File: src/rtl/hmvq18_sel.sv
// hmvq18_sel: element-selection stage of the 18-element mismatch-shaping DAC.
// Turns on exactly num_r elements, picking the largest SFM values; ties are
// broken by a rotating priority pointer that advances by the previous count.
module hmvq18_sel #(
    parameter int NEL = 18,
    parameter int CW  = 5,
    parameter int FW  = 7,
    parameter int SCW = 16
) (
    input  logic            clk,
    input  logic            rstn,
    input  logic            en,
    input  logic [CW-1:0]   code,
    input  logic [FW-1:0]   SFM0,
    input  logic [FW-1:0]   SFM1,
    input  logic [FW-1:0]   SFM2,
    input  logic [FW-1:0]   SFM3,
    input  logic [FW-1:0]   SFM4,
    input  logic [FW-1:0]   SFM5,
    input  logic [FW-1:0]   SFM6,
    input  logic [FW-1:0]   SFM7,
    input  logic [FW-1:0]   SFM8,
    input  logic [FW-1:0]   SFM9,
    input  logic [FW-1:0]   SFM10,
    input  logic [FW-1:0]   SFM11,
    input  logic [FW-1:0]   SFM12,
    input  logic [FW-1:0]   SFM13,
    input  logic [FW-1:0]   SFM14,
    input  logic [FW-1:0]   SFM15,
    input  logic [FW-1:0]   SFM16,
    input  logic [FW-1:0]   SFM17,
    output logic [NEL-1:0]  SV,
    output logic [CW-1:0]   ptr,
    output logic            code_err,
    output logic            sat_flag,
    output logic [SCW-1:0]  sat_cnt
);

    logic [FW-1:0] sfm  [NEL];
    logic [CW-1:0] pos  [NEL];
    logic [CW-1:0] rank [NEL];
    logic [CW-1:0] num_r;
    logic [CW-1:0] num_next;
    logic [CW-1:0] ptr_next;
    logic [CW:0]   ptr_sum;
    logic          any_sat;
    logic          code_bad;

    // Gather the individual filter outputs into an indexable array.
    always_comb begin
        sfm[0]  = SFM0;
        sfm[1]  = SFM1;
        sfm[2]  = SFM2;
        sfm[3]  = SFM3;
        sfm[4]  = SFM4;
        sfm[5]  = SFM5;
        sfm[6]  = SFM6;
        sfm[7]  = SFM7;
        sfm[8]  = SFM8;
        sfm[9]  = SFM9;
        sfm[10] = SFM10;
        sfm[11] = SFM11;
        sfm[12] = SFM12;
        sfm[13] = SFM13;
        sfm[14] = SFM14;
        sfm[15] = SFM15;
        sfm[16] = SFM16;
        sfm[17] = SFM17;
    end

    // Priority position of each element relative to the pointer, (i - ptr) mod NEL.
    // The i < ptr branch may overflow CW bits in the middle, but the final
    // result is in 0..NEL-1 so modular wrap gives the right answer.
    always_comb begin
        for (int unsigned i = 0; i < NEL; i++) begin
            if (CW'(i) >= ptr)
                pos[i] = CW'(i) - ptr;
            else
                pos[i] = CW'(i) + CW'(NEL) - ptr;
        end
    end

    // Rank every element and select those ranked below the requested count.
    always_comb begin
        SV = '0;
        for (int unsigned i = 0; i < NEL; i++) begin
            rank[i] = '0;
            for (int unsigned j = 0; j < NEL; j++) begin
                if ((sfm[j] > sfm[i]) || ((sfm[j] == sfm[i]) && (pos[j] < pos[i])))
                    rank[i] = rank[i] + CW'(1);
            end
            SV[i] = (rank[i] < num_r);
        end
    end

    // Next-state terms: clamped count, wrapped pointer, saturation detect.
    always_comb begin
        code_bad = (code > CW'(NEL));
        num_next = code_bad ? CW'(NEL) : code;
        ptr_sum  = {1'b0, ptr} + {1'b0, num_r};
        if (ptr_sum >= (CW+1)'(NEL))
            ptr_next = CW'(ptr_sum - (CW+1)'(NEL));
        else
            ptr_next = CW'(ptr_sum);
        any_sat = 1'b0;
        for (int unsigned i = 0; i < NEL; i++) begin
            if (sfm[i] == '1)
                any_sat = 1'b1;
        end
    end

    // State registers: reset wins over enable; everything holds when en is low.
    always_ff @(posedge clk) begin
        if (!rstn) begin
            num_r    <= '0;
            ptr      <= '0;
            code_err <= 1'b0;
            sat_flag <= 1'b0;
            sat_cnt  <= '0;
        end else if (en) begin
            num_r <= num_next;
            ptr   <= ptr_next;
            if (code_bad)
                code_err <= 1'b1;
            if (any_sat) begin
                sat_flag <= 1'b1;
                if (sat_cnt != '1)
                    sat_cnt <= sat_cnt + SCW'(1);
            end
        end
    end

endmodule

File: config.mk
export PLATFORM = sky130hd
export DESIGN_NAME = hmvq18_sel
export DESIGN_NICKNAME = d
export VERILOG_FILES = /design/src/rtl/hmvq18_sel.sv
export SDC_FILE = /design/constraint.sdc
export NUM_CORES = 2
export LEC_CHECK = 0
export CAP_MARGIN = 10
export CORE_ASPECT_RATIO = 0.8
export CORE_MARGIN = 2
export CORE_UTILIZATION = 50
export DETAILED_ROUTE_END_ITERATION = 8
export GPL_TIMING_DRIVEN = 0
export PLACE_DENSITY_LB_ADDON = 0.08
export SLEW_MARGIN = 20
export SYNTH_ARGS = -nofsm -noshare
export SYNTH_HDL_FRONTEND = slang
export SYNTH_SLANG_ARGS = --single-unit
export TNS_END_PERCENT = 20
File: constraint.sdc
create_clock -name clk -period 39 [get_ports clk]
set_input_delay 9.75 -clock clk [delete_from_list [all_inputs] [get_ports clk]]
set_output_delay 9.75 -clock clk [all_outputs]
set_load 0.03 [all_outputs]
==> flow_metrics.env <==
export IMPL_place_congestion=1.05
export IMPL_antenna_found_initial=16
export IMPL_clk_pin_slew_worst_paths_ns=0.07
export IMPL_cp_slowest_cell="clkdlybuf4s50_1"
export IMPL_worstPathMaxFanout=11
export IMPL_clock_latency_ns=0.27
export IMPL_syn_to_final_growth_pct=8.76
export IMPL_finalHoldViolations=0
export IMPL_synth_flop_cell="dfxtp_1"
export IMPL_numClockSinks=28
export IMPL_dieArea_sq_um=148000
export IMPL_final_nets=11642
export IMPL_max_stage_delay_ns=0.95
export IMPL_hpwl_mm=259
export IMPL_seq_area_frac_synth=0.00774
export IMPL_antenna_left=0
export IMPL_cp_required_ns=29.25
export IMPL_fin_crit_sh=0.889
export IMPL_syn_inst=9179
export IMPL_synth_edf_count=0
export IMPL_drive_gt1_frac=0.0704
export IMPL_grt_first_pass_wirelength_mm=468
export IMPL_postCtsHoldBufs=0
export IMPL_cts_root_buf="clkbuf_16"
export IMPL_cts_tree="done"
export IMPL_syn_area_sq_um=72400
export IMPL_crit_path_start_kind="primary input"
export IMPL_grt_usage=0.426
export IMPL_cts_resized=0
export IMPL_critPathKind="primary input to primary output"
export IMPL_clockBufferDepth=2
export IMPL_maxCapViolations=0
export IMPL_use_met3=0.127
export IMPL_htree_levels=1
export IMPL_tns_ns=0
export IMPL_detail_route_iter0_violations=8376
export IMPL_postSynthAreaPerCell_sq_um=7.89
export IMPL_viasPerCell=6.72
export IMPL_crit_arrival_ns=24.92
export IMPL_drc_errors=0
export IMPL_io_buffers=173
export IMPL_routedWlPerCell_um=29.0
export IMPL_r2r_end="ptr[0]"
export IMPL_final_max_slew_viol_count=0
export IMPL_num_rows=124
export IMPL_initial_core_util=0.505
export IMPL_met1_usage=0.560
export IMPL_status="complete, no violations"
export IMPL_setup_violations=0
export IMPL_tightest_slew_ns=1.31
export IMPL_dr_pass1_iters=8
export IMPL_busiest_layer="met2"
export IMPL_vias=76311
export IMPL_synth_cell_types=131
export IMPL_min_path_type="flop to flop"
export IMPL_die_width_um=429
export IMPL_r2r_slack_ns=34.48
export IMPL_ios=175
export IMPL_cp_end_kind="primary output"
export IMPL_hold_start="sat_flag"
export IMPL_synthesis_nets=11357
export IMPL_relSlewSlack=0.126
export IMPL_crit_reg2reg_launch="ptr[0]"
export IMPL_ys_seq_elements=28
export IMPL_fmax_mhz=28.8
export IMPL_rsz0062_at_grt="no"
export IMPL_skew_ns=0.00218
export IMPL_gr_total_overflow=0
export IMPL_cts_buffers=3
export IMPL_core_sq_um=143000
export IMPL_grt_use_met2=0.621
export IMPL_hold_end="sat_flag"
export IMPL_first_global_vias=70880
export IMPL_layout_min_cycle_time_ns=34.67
export IMPL_whs_path_depth=2
export IMPL_final_util=0.549
export IMPL_synth_warnings=0
export IMPL_ff2ff_path_depth=9
export IMPL_wl_mm=329
export IMPL_post_cts_buffers=0
export IMPL_async_flop_share=0
export IMPL_die_h_um=344
export IMPL_grt_max_degree=19
export IMPL_worst_path_most_repeated_cell="ha_1"
[registers in the layout (all words and copies together), names as in the netlist]
name and cells:
code_err 1, sat_flag 1, ptr 5, sat_cnt 16, num_r 5
[routing by layer]
| metal | wire length (um) | share of wire |
|---|---|---|
| met4 | 21800 | 0.066 |
| met3 | 43000 | 0.13 |
| met1 | 136000 | 0.41 |
| met5 | 267 | 0.00081 |
| met2 | 128000 | 0.39 |
[stage by stage]
step | hold slack [ns] | setup slack [ns] | std cells | instance area (sq um)
floorplan | 0.578 | 7.83 | 9179 | 72400
global placement | 0.451 | 4.34 | 11242 | 76500
detailed placement | 0.456 | 4.68 | 11346 | 78500
CTS | 0.465 | 4.63 | 11350 | 78700
global route | 0.502 | 3.68 | 11353 | 78700
finish | 0.467 | 4.33 | 11362 | 78800
[layout by cell type, fill, tap and decap left out, types with 242 or more instances in the layout]
master,netlist,routed
ha_1,2043,2043
xor2_1,243,242
o21ai_0,492,482
a21oi_1,575,569
nand4_1,283,283
nand3_1,260,260
nor2b_1,306,306
xnor2_1,548,525
o21a_1,372,371
nor2_1,512,511
nand2_1,568,568
inv_1,553,513
[synth_stat cells (all sizes together), types with 20 or more instances]
| master | instances | area share |
|---|---|---|
| a211oi | 74 | 0.0081 |
| nor4 | 48 | 0.0045 |
| a21o | 237 | 0.025 |
| o41ai | 26 | 0.0037 |
| and4 | 38 | 0.0046 |
| or3 | 51 | 0.0044 |
| inv | 565 | 0.029 |
| xnor2 | 600 | 0.079 |
| mux2i | 106 | 0.015 |
| buf | 41 | 0.0034 |
| a22oi | 21 | 0.0022 |
| nand2b | 198 | 0.017 |
| nor2b | 308 | 0.027 |
| nand3b | 20 | 0.0022 |
| o21ai | 534 | 0.037 |
| xor2 | 254 | 0.032 |
| nor3b | 30 | 0.0031 |
| mux2 | 114 | 0.018 |
| a31o | 28 | 0.0034 |
| clkbuf | 40 | 0.0021 |
| o21bai | 25 | 0.0026 |
| nand3 | 261 | 0.018 |
| nand4 | 283 | 0.024 |
| and2 | 97 | 0.0084 |
| dfxtp | 28 | 0.0077 |
| nand2 | 571 | 0.030 |
| o21a | 373 | 0.039 |
| o31ai | 49 | 0.0053 |
| nor3 | 157 | 0.011 |
| xnor3 | 70 | 0.022 |
| or4 | 21 | 0.0022 |
| a21boi | 41 | 0.0043 |
| and3 | 38 | 0.0033 |
| ha | 2043 | 0.35 |
| a211o | 36 | 0.0044 |
| a31oi | 95 | 0.0083 |
| o211ai | 86 | 0.0091 |
| or2 | 59 | 0.0051 |
| a21oi | 581 | 0.040 |
| o22ai | 51 | 0.0044 |
| nor2 | 513 | 0.027 |
| a41oi | 29 | 0.0035 |
[worst max-delay path, delay by kind of cell]
kind | cells | cell delay (ns)
xor+xnor | 1 | 0.16
buf+inv | 8 | 2.52
mux | 9 | 2.45
compound gates | 15 | 3.50
fa+ha+maj | 17 | 5.04
simple gates | 13 | 1.48
[worst max path at each step]
stage | from | to | slack, ns
final | SFM10[1] | SV[10] | 4.33
after CTS | SFM10[1] | SV[10] | 4.63
after floorplan | SFM16[1] | SV[16] | 7.83
after global routing | SFM10[1] | SV[10] | 3.68
after detailed placement | SFM10[1] | SV[10] | 4.68
after global placement | SFM1[1] | SV[16] | 4.34
[cell type report]
cell class	count	area, sq um
fill	13594	64600
inverter	565	2120
multi-input combinational	8505	69900
tap	1890	2360
antenna	9	22.5
clock inverter	1	30.0
clock buffer	3	75.1
sequential	28	561
timing repair buffer	280	3240
buffer	81	407
[logic make-up after synthesis]
kind of cell               after synthesis  share of synthesized area
buffers and inverters                  646                     0.0348
DFF                                     28                    0.00774
adders and majority gates             2054                      0.355
xor gates and xnor gates               937                      0.137
muxes                                  220                     0.0324
and+or+nand+nor                       2769                      0.201
AOI/OAI and AO/OA                     2525                      0.232
Power is left out: the tool's default activity adds up to more than one toggle a clock period on the data nets, which glitch-free logic cannot reach.
